===== src/rtl/fft_band_analyzer_if.sv =====
// Sample stream into the band analyser: valid/ready handshake carrying offset-binary audio samples.
interface fft_band_analyzer_if #(
  parameter int SW = 8
) ();
  logic          s_valid;
  logic [SW-1:0] s_data;
  logic          s_ready;

  modport master (output s_valid, output s_data, input s_ready);
  modport slave  (input s_valid, input s_data, output s_ready);
endinterface


===== src/rtl/fft_band_analyzer.sv =====
// Frame-based audio band analyser: captures N samples, runs an in-place radix-2 DIT FFT
// (one butterfly per cycle), then folds bin powers into BANDS 8-bit band levels.
module fft_band_analyzer #(
  parameter int N     = 32,
  parameter int LOG2N = 5,
  parameter int SW    = 8,
  parameter int DW    = 16,
  parameter int BANDS = 8,
  parameter int PSH   = 4
) (
  input  logic                 clk,
  input  logic                 rst,
  fft_band_analyzer_if.slave   s,
  input  logic                 mode,
  input  logic                 freeze,
  output logic [8*BANDS-1:0]   band_pwr,
  output logic                 frame_done
);
  localparam int  HW    = DW / 2;
  localparam int  BSH   = $clog2(N / 2 / BANDS);
  localparam int  STW   = $clog2(LOG2N);
  localparam int  SCALE = (1 << (HW - 1)) - 1;
  localparam real PI    = 3.14159265358979323846;

  typedef enum logic [1:0] {S_CAPTURE, S_FFT, S_MAG, S_DONE} state_e;

  // Twiddle table for W^k, k < N/2; the imaginary table already holds -sin.
  function automatic logic [N/2*HW-1:0] build_rom(input bit imag);
    logic [N/2*HW-1:0] rom;
    real ang, val;
    int  q;
    rom = '0;
    for (int k = 0; k < N / 2; k++) begin
      ang = 2.0 * PI * real'(k) / real'(N);
      val = imag ? -$sin(ang) * real'(SCALE) : $cos(ang) * real'(SCALE);
      q   = (val >= 0.0) ? $rtoi(val + 0.5) : -$rtoi(0.5 - val);
      rom[k*HW +: HW] = HW'(q);
    end
    return rom;
  endfunction

  localparam logic [N/2*HW-1:0] COS_ROM = build_rom(1'b0);
  localparam logic [N/2*HW-1:0] SIN_ROM = build_rom(1'b1);

  state_e                    state_q, state_d;
  logic [LOG2N-1:0]          cnt_q, cnt_d;
  logic [STW-1:0]            stage_q, stage_d;
  logic                      mode_q, mode_d;
  logic [BANDS-1:0][7:0]     acc_q, acc_d;
  logic [BANDS-1:0][7:0]     band_q, band_d;
  logic                      done_q, done_d;
  logic [DW-1:0]             ram_q [N];

  logic [LOG2N-1:0]          pp, mask, jj, idx_a, idx_b, cap_addr, mag_addr;
  logic [STW-1:0]            tsh;
  logic [LOG2N-2:0]          tw_k;
  logic signed [HW-1:0]      a_re, a_im, b_re, b_im, w_re, w_im, m_re, m_im;
  logic signed [2*HW:0]      pr, pi, sq_re, sq_im;
  logic signed [HW+1:0]      t_re, t_im, s1_re, s1_im, s2_re, s2_im;
  logic [DW:0]               pwr, pwr_sh;
  logic [7:0]                mag_v;
  logic [8:0]                sum9;
  logic                      we_a, we_b;
  logic [LOG2N-1:0]          wa_addr;
  logic [DW-1:0]             wa_data, wb_data, cap_word;

  // Butterfly pair and twiddle index for the current stage/pair counter.
  always_comb begin
    pp    = {1'b0, cnt_q[LOG2N-2:0]};
    mask  = (LOG2N'(1) << stage_q) - LOG2N'(1);
    jj    = pp & mask;
    idx_a = ((pp & ~mask) << 1) | jj;
    idx_b = idx_a | (LOG2N'(1) << stage_q);
    tsh   = STW'(LOG2N - 1) - stage_q;
    tw_k  = (LOG2N-1)'(jj << tsh);
    for (int i = 0; i < LOG2N; i++) cap_addr[i] = cnt_q[LOG2N-1-i];
    mag_addr = cnt_q + LOG2N'(1);
    cap_word = {HW'({~s.s_data[SW-1], s.s_data[SW-2:0]}) << (HW - SW), HW'(0)};
  end

  always_comb begin
    a_re  = ram_q[idx_a][DW-1:HW];
    a_im  = ram_q[idx_a][HW-1:0];
    b_re  = ram_q[idx_b][DW-1:HW];
    b_im  = ram_q[idx_b][HW-1:0];
    w_re  = COS_ROM[int'(tw_k)*HW +: HW];
    w_im  = SIN_ROM[int'(tw_k)*HW +: HW];
    pr    = b_re * w_re - b_im * w_im;
    pi    = b_re * w_im + b_im * w_re;
    t_re  = (HW+2)'(pr >>> (HW - 1));
    t_im  = (HW+2)'(pi >>> (HW - 1));
    s1_re = a_re + t_re;
    s1_im = a_im + t_im;
    s2_re = a_re - t_re;
    s2_im = a_im - t_im;
    m_re  = ram_q[mag_addr][DW-1:HW];
    m_im  = ram_q[mag_addr][HW-1:0];
    sq_re = m_re * m_re;
    sq_im = m_im * m_im;
    pwr    = DW'(0) + $unsigned(sq_re[DW:0]) + $unsigned(sq_im[DW:0]);
    pwr_sh = pwr >> PSH;
    mag_v  = (|pwr_sh[DW:8]) ? 8'hFF : pwr_sh[7:0];
  end

  // NOTE: every output of this block gets a default first, so no path leaves a latch.
  always_comb begin
    state_d = state_q;
    cnt_d   = cnt_q;
    stage_d = stage_q;
    mode_d  = mode_q;
    acc_d   = acc_q;
    band_d  = band_q;
    done_d  = 1'b0;
    sum9    = '0;
    we_a    = 1'b0;
    we_b    = 1'b0;
    wa_addr = cap_addr;
    wa_data = cap_word;
    wb_data = {HW'(s2_re >>> 1), HW'(s2_im >>> 1)};
    case (state_q)
      S_CAPTURE: begin
        acc_d = '0;
        if (s.s_valid) begin
          we_a  = 1'b1;
          cnt_d = cnt_q + LOG2N'(1);
          if (cnt_q == LOG2N'(N - 1)) begin
            state_d = S_FFT;
            mode_d  = mode;
            stage_d = '0;
          end
        end
      end
      S_FFT: begin
        we_a    = 1'b1;
        we_b    = 1'b1;
        wa_addr = idx_a;
        wa_data = {HW'(s1_re >>> 1), HW'(s1_im >>> 1)};
        if (&cnt_q[LOG2N-2:0]) begin
          cnt_d = '0;
          if (stage_q == STW'(LOG2N - 1)) state_d = S_MAG;
          else                            stage_d = stage_q + STW'(1);
        end else begin
          cnt_d = cnt_q + LOG2N'(1);
        end
      end
      S_MAG: begin
        for (int b = 0; b < BANDS; b++) begin
          if ((int'(cnt_q) >> BSH) == b) begin
            sum9     = {1'b0, acc_q[b]} + {1'b0, mag_v};
            acc_d[b] = mode_q ? ((mag_v > acc_q[b]) ? mag_v : acc_q[b])
                              : (sum9[8] ? 8'hFF : sum9[7:0]);
          end
        end
        cnt_d = cnt_q + LOG2N'(1);
        if (cnt_q == LOG2N'(N / 2 - 1)) begin
          cnt_d   = '0;
          state_d = S_DONE;
        end
      end
      S_DONE: begin
        done_d  = 1'b1;
        if (!freeze) band_d = acc_q;
        state_d = S_CAPTURE;
      end
    endcase
  end

  // NOTE: state registers use non-blocking assignments so every flop samples pre-edge values.
  always_ff @(posedge clk) begin
    if (rst) begin
      state_q <= S_CAPTURE;
      cnt_q   <= '0;
      stage_q <= '0;
      mode_q  <= 1'b0;
      acc_q   <= '0;
      band_q  <= '0;
      done_q  <= 1'b0;
    end else begin
      state_q <= state_d;
      cnt_q   <= cnt_d;
      stage_q <= stage_d;
      mode_q  <= mode_d;
      acc_q   <= acc_d;
      band_q  <= band_d;
      done_q  <= done_d;
    end
  end

  // NOTE: the sample RAM is never reset; every word is rewritten by capture before it is read.
  always_ff @(posedge clk) begin
    if (we_a) ram_q[wa_addr] <= wa_data;
    if (we_b) ram_q[idx_b]   <= wb_data;
  end

  assign s.s_ready  = (state_q == S_CAPTURE);
  assign band_pwr   = band_q;
  assign frame_done = done_q;
endmodule


===== src/flat_wrapper.sv =====
// flat-port wrapper written by rule: the top's interface ports become plain ports
module fft_band_analyzer_flat 
#(
  parameter int N     = 32,
  parameter int LOG2N = 5,
  parameter int SW    = 8,
  parameter int DW    = 16,
  parameter int BANDS = 8,
  parameter int PSH   = 4
)
  (clk, rst, mode, freeze, band_pwr, frame_done, s_s_valid, s_s_data, s_s_ready);
  fft_band_analyzer_if #(.SW(SW)) s_i ();
  input  logic clk;
  input  logic rst;
  input  logic mode;
  input  logic freeze;
  output logic [8*BANDS-1:0] band_pwr;
  output logic frame_done;
  input wire logic [$bits(s_i.s_valid)-1:0] s_s_valid;
  input wire logic [$bits(s_i.s_data)-1:0] s_s_data;
  output wire logic [$bits(s_i.s_ready)-1:0] s_s_ready;
  assign s_i.s_valid = s_s_valid;
  assign s_i.s_data = s_s_data;
  assign s_s_ready = s_i.s_ready;
  fft_band_analyzer #(.N(N), .LOG2N(LOG2N), .SW(SW), .DW(DW), .BANDS(BANDS), .PSH(PSH)) u_core (.clk(clk), .rst(rst), .s(s_i), .mode(mode), .freeze(freeze), .band_pwr(band_pwr), .frame_done(frame_done));
endmodule

===== config.mk =====
export PLATFORM = sky130hd
export DESIGN_NAME = fft_band_analyzer_flat
export DESIGN_NICKNAME = d
export VERILOG_FILES = /design/src/rtl/fft_band_analyzer_if.sv /design/src/rtl/fft_band_analyzer.sv /design/src/flat_wrapper.sv
export SDC_FILE = /design/constraint.sdc
export NUM_CORES = 2
export LEC_CHECK = 0
export ABC_AREA = 1
export CORE_ASPECT_RATIO = 0.75
export CORE_MARGIN = 4
export CORE_UTILIZATION = 41
export CTS_CLUSTER_DIAMETER = 50
export DETAILED_ROUTE_END_ITERATION = 16
export SYNTH_ARGS = -nofsm -noshare
export SYNTH_HDL_FRONTEND = slang
export SYNTH_SLANG_ARGS = --single-unit
export TNS_END_PERCENT = 10

===== constraint.sdc =====
create_clock -name clk -period 11.56 [get_ports clk]
set_clock_uncertainty 0.2 [all_clocks]
set_input_delay 1.156 -clock clk [delete_from_list [all_inputs] [get_ports clk]]
set_output_delay 1.156 -clock clk [all_outputs]
set_load 0.05 [all_outputs]

Word-level counts from Yosys, hierarchy flattened
Memories as Yosys holds them, arrays and structs flattened.
Cells that the tools add are included.
{"block": "word_totals", "in_bits": 13, "ff_bits": 140, "n_memories": 1, "elab_cells": 180, "ram_bits": 512}
{"memory": "u_core.ram_q", "words": 32, "word_bits": 16, "rd": 3, "rd_clocked_by_memory_dff": 0, "wr": 2, "line": "fft_band_analyzer.sv:52", "source": "logic [DW-1:0] ram_q [N];"}
{"block": "op_classes", "n_reduce_logical": 20, "bitwise_logic": 7, "eq_ne": 35, "n_lt_le_gt_ge": 8, "n_mul": 6, "muxes": 59, "n_addsub": 19, "shift": 4}
{"cell": "two-way mux 8 bit", "count": 33}
{"cell": "indexed part select 128 x 8 -> 8 bit, first input constant", "count": 2}
{"cell": "case mux 64 bit (2 select lines)", "count": 1}
{"cell": "multiplier 8 x 8 -> 16 bit", "count": 6}
{"cell": "adder 8 x 8 -> 9 bit", "count": 8}
{"cell": "greater-than comparator 8 bit", "count": 8}
{"cell": "logical NOT 32 bit", "count": 1}
{"cell": "AND reduction 3 bit", "count": 9}
{"cell": "inequality test 2 x 1 -> 1 bit, second input constant", "count": 12}
{"cell": "inequality test 3 bit, second input constant", "count": 8}
{"cell": "two-way mux 5 bit", "count": 4}
{"cell": "adder 8 x 9 -> 9 bit", "count": 2}
{"cell": "subtractor 8 x 9 -> 9 bit", "count": 2}
{"cell": "adder 17 bit", "count": 1}
{"cell": "adder 16 bit", "count": 1}
{"cell": "equality test 4 bit, second input constant", "count": 4}
{"cell": "two-way mux 16 bit", "count": 1}
{"cell": "subtractor 16 bit", "count": 1}
{"cell": "case mux 5 bit (3 select lines)", "count": 1}
{"cell": "two-way mux 3 bit", "count": 4}
{"cell": "two-way mux 2 bit", "count": 5}
{"cell": "bitwise OR 5 bit", "count": 2}
{"cell": "AND reduction 5 bit", "count": 2}
{"cell": "equality test 4 x 3 -> 1 bit, second input constant", "count": 2}
{"cell": "27 further kinds", "count": 38}

Logic depth before layout (Yosys ltp)
An unclocked memory read counts as a cell.
{"block": "depth", "depth_word": 11, "mapped_depth": 66}

Worst setup path before layout
No wires, ideal clock.
{"block": "synth_timing", "path_kind": "register to register", "from": "register u_core.cnt_q[0]", "to": "register u_core.acc_q[7] (netlist name)", "synth_period_minus_slack_ns": 10.673, "slack_ns": 0.887, "t_arrival_ns": 10.341, "setup_time_ns": 0.132, "stages_incl_launch_ff": 58, "path_buffers": 4, "cell_sequence": "dfxtp_1 ha_1 buf_2 inv_2 clkbuf_1 clkbuf_1 clkbuf_1 o21ai_0 o221ai_1 nand3_1 nand2_1 inv_1 o21ai_1 inv_1 nor2_1 xor2_1 inv_1 ha_1 (+22 left out) nor3_4 nand2_2 inv_2 nand2_1 ha_1 inv_1 a21oi_1 o31ai_1 a21oi_1 o21bai_1 nand2_1 a21oi_1 nor3_1 o21ai_0 a21oi_1 nor2_1 nand2_1 a21oi_1"}
{"block": "synth_via", "elab_chain_cells": 11, "word_cells_on_any_way": 16}
{"element": "start: declaration", "line": "fft_band_analyzer.sv:46", "source": "logic [LOG2N-1:0] cnt_q, cnt_d;"}
{"element": "start signal: assignment", "line": "fft_band_analyzer.sv:180", "source": "cnt_q <= cnt_d;"}
{"element": "adder 5 x 1 -> 5 bit *", "line": "fft_band_analyzer.sv:77", "source": "mag_addr = cnt_q + LOG2N'(1);"}
{"element": "memory (32 x 16 bit) *"}
{"element": "multiplier 8 x 8 -> 16 bit (on tied branches)", "line": "fft_band_analyzer.sv:98, fft_band_analyzer.sv:99"}
{"element": "adder 17 bit *", "line": "fft_band_analyzer.sv:100", "source": "pwr = DW'(0) + $unsigned(sq_re[DW:0]) + $unsigned(sq_im[DW:0]);"}
{"element": "OR reduction 5 bit", "line": "fft_band_analyzer.sv:102", "source": "mag_v = (|pwr_sh[DW:8]) ? 8'hFF : pwr_sh[7:0];"}
{"element": "two-way mux 8 bit *", "line": "fft_band_analyzer.sv:102"}
{"element": "adder 8 x 8 -> 9 bit", "line": "fft_band_analyzer.sv:149", "source": "sum9 = {1'b0, acc_q[b]} + {1'b0, mag_v};"}
{"element": "two-way mux 8 bit", "line": "fft_band_analyzer.sv:151", "source": ": (sum9[8] ? 8'hFF : sum9[7:0]);"}
{"element": "two-way mux 8 bit", "line": "fft_band_analyzer.sv:150", "source": "acc_d[b] = mode_q ? ((mag_v > acc_q[b]) ? mag_v : acc_q[b])"}
{"element": "two-way mux 8 bit", "line": "fft_band_analyzer.sv:148", "source": "if ((int'(cnt_q) >> BSH) == b) begin"}
{"element": "case mux 64 bit (2 select lines)", "line": "fft_band_analyzer.sv:120", "source": "case (state_q)"}
{"element": "end signal: assignment", "line": "fft_band_analyzer.sv:175", "source": "acc_q <= '0;"}
{"element": "end signal: assignment", "line": "fft_band_analyzer.sv:183", "source": "acc_q <= acc_d;"}
{"element": "end: declaration", "line": "fft_band_analyzer.sv:49", "source": "logic [BANDS-1:0][7:0] acc_q, acc_d;"}
Every way passes the cells marked *; elsewhere a longest branch is shown, timed or not. The select of a mux whose other input is x is not followed.
A chain may end at the register's enable or synchronous reset.

==> metrics.cfg <==
[routing]
drc = 0
routedWlPerCell_um = 25.8
routed_via_density = 6.01
num_vias = 61913
firstDrtPassIters = 10
drt_wl_total_um = 266000
drtIter0Drc = 9996
final_antenna_net_count = 0

[layout]
area_growth_syn_to_layout_pct = 13.3
final_cell_mix = nand2_1, inv_1, o21ai_0, nor2_1, a21oi_1
drive_above_1_share_pct = 8.44
layout_commonest_cell = nand2_1
fillCellCount = 14703
final_cell_area_mm2 = 0.0699
finalNetCount = 8955

[yosys]
synth_edf_count = 512
synthCells = 8235
synth.distinct_cells = 61
yosysWarnings = 0
syn-num-nets = 8967
yosys_register_bits = 652
yosysSeqAreaShare_pct = 29.4
synth.cell_area_mm2 = 0.0617
syn_area_per_cell_um2 = 7.50
yosys_most_used_dff = edfxtp_1
synthArstFlopShare_pct = 0

[worst_setup_path]
cp.arrival_ps = 11370
cpMostUsedCell = fa_1
path_delay_family = adder cells
slowest_stage = o211ai_1
required_ps = 11790
critPathCaptureType = flip-flop
crit_type = reg -> reg
start_kind = flip-flop
max_stage_delay_ps = 840
critPathBufInv = 12
crit_path_max_fanout = 32

[floorplan]
core_mm2 = 0.150
std_cell_rows = 123
initial_core_util_pct = 41.2
pin_count = 79
die-area_mm2 = 0.157
die_h_um = 344
die_x_um = 456

[global_route]
grtUsageMet2_pct = 44.1
met1_usage_pct = 46.3
grt_usage_pct = 32.5
grt_pass1_wl_um = 383000
busiest_layer = met1
antenna_found_initial = 13
use_met3_pct = 11.8
grt-ovfl-total = 0
grt_pass1_vias = 56996
grt_max_degree = 134

[timing]
hold_viol = 0
period_share_pct = 96.4
period_minus_slack_ps = 11140
tightestPinTransition_ps = 1360
max_freq_mhz = 89.8
rsz0062_at_grt = true
slew_viol_final = 0
fin_ws_ps = 419
slew_headroom_pct = 8.76
setup_viol = 0

[clocking]
clock-sinks = 652
root_buffer = clkbuf_16
cts_hold_buffers = 0
cts_buffers = 92
cts_tree = done
worstSkewPairLatency_ps = 740
cts.clk_slew.worst_paths_ps = 60
clk_path_buf_depth = 3
cts_max_level = 3

[outcome]
run_status = finished, final reports clean

[placed_design]
dp_slack_ps = -486
dpl-instance-area_mm2 = 0.0661
place_congestion = 0.990
hpwlAfterDp_um = 182000
io_buffers = 78

[job]
maxCapViolations = 0

[min_path]
hold_path_class = reg -> reg

## metal layers
layer  part of all wire (%)  routed length [um]
met5                  0.027                  72
met2                     38              101000
met3                     16               41500
met4                    5.0               13300
met1                     41              109000
## sequential cells by signal (all words and copies together) (netlist names)
signal,flops
u_core.cnt_q,5
u_core.band_pwr,64
u_core.ram_q,512
u_core.state_q,2
u_core.acc_q,64
u_core.mode_q,1
u_core.frame_done,1
u_core.stage_q,3
## logic make-up (layout without fill, tap and decap cells)
family	count (synthesis)	in the layout	share of synthesized area, %
buf+inv	1610	1673	10.1
flops	652	652	29.4
compound gates	2237	2237	20.4
other cells	0	5	0
xor+xnor	129	129	1.91
fa+ha+maj	719	719	19.0
mux	3	3	0.0486
simple gates	2885	2885	19.2
## Yosys cell counts, types with 32 or more instances
master     number  area (um2)
a21oi_1       585        2930
a22oi_1        36         270
a31oi_1        42         263
buf_1          58         218
buf_2          62         310
clkbuf_1      405        1520
dfxtp_1       140        2800
edfxtp_1      512       15400
fa_1          362        7250
ha_1          357        4470
inv_1        1040        3900
nand2_1      1632        6130
nand3_1       414        2070
nand4_1        50         313
nor2_1        697        2620
nor3_1         32         160
o2111ai_1      40         350
o211ai_1      147        1100
o21ai_0      1056        5290
o21ai_1        97         485
o21bai_1       33         248
o221ai_1       48         420
xnor2_1        48         420
xor2_1         76         666
## area by class of cell
| class | count | area (um2) | area share [%] |
|---|---|---|---|
| multi-input cells | 5973 | 38000 | 54.4 |
| flip-flops and latches | 652 | 18200 | 26.0 |
| repair buffers | 441 | 4130 | 5.90 |
| inverters | 1063 | 4080 | 5.83 |
| well taps | 2000 | 2500 | 3.58 |
| clock buffers | 110 | 2460 | 3.52 |
| clock inverters | 59 | 552 | 0.789 |
| diodes | 5 | 12.5 | 0.0179 |
## worst min-delay path, stage by stage (launching register included)
cell	delay [ps]
dfxtp_1	320
nand2_1	60
a21oi_1	50
## final timing paths
| check | depth (start not counted) | to | start | slack [ps] |
|---|---|---|---|---|
| max | 47 | u_core.ram_q[8][7] | u_core.stage_q[1] | 420 |
| min | 2 | u_core.acc_q[19] | u_core.acc_q[19] | 280 |
| max reg2reg | 47 | u_core.ram_q[8][7] | u_core.stage_q[1] | 420 |
| min reg2reg | 2 | u_core.acc_q[19] | u_core.acc_q[19] | 280 |
## what timing repair did
action / CTS / global route
pin swaps: 1 / 18
endpoints found under the hold margin: 0 / 0
buffers inserted: 3 / 31
cloned: 0 / 4
resized for setup: 5 / 99
setup endpoints to repair: 193 / 372
## stage by stage
step                      cells  setup TNS [ps]  hold WS, ps  util (%)
final                     10303               0          283      46.7
after global routing      10299           -68.7          306      46.7
after CTS                 10263               0          285      46.2
after detailed placement  10091          -31070          276      44.2
after global placement    10091          -19870          270      44.2
after floorplan            8235               0          262         -
Power is not shown: default switching activity piles up to over one toggle a cycle in this logic, so the estimate is an artifact.
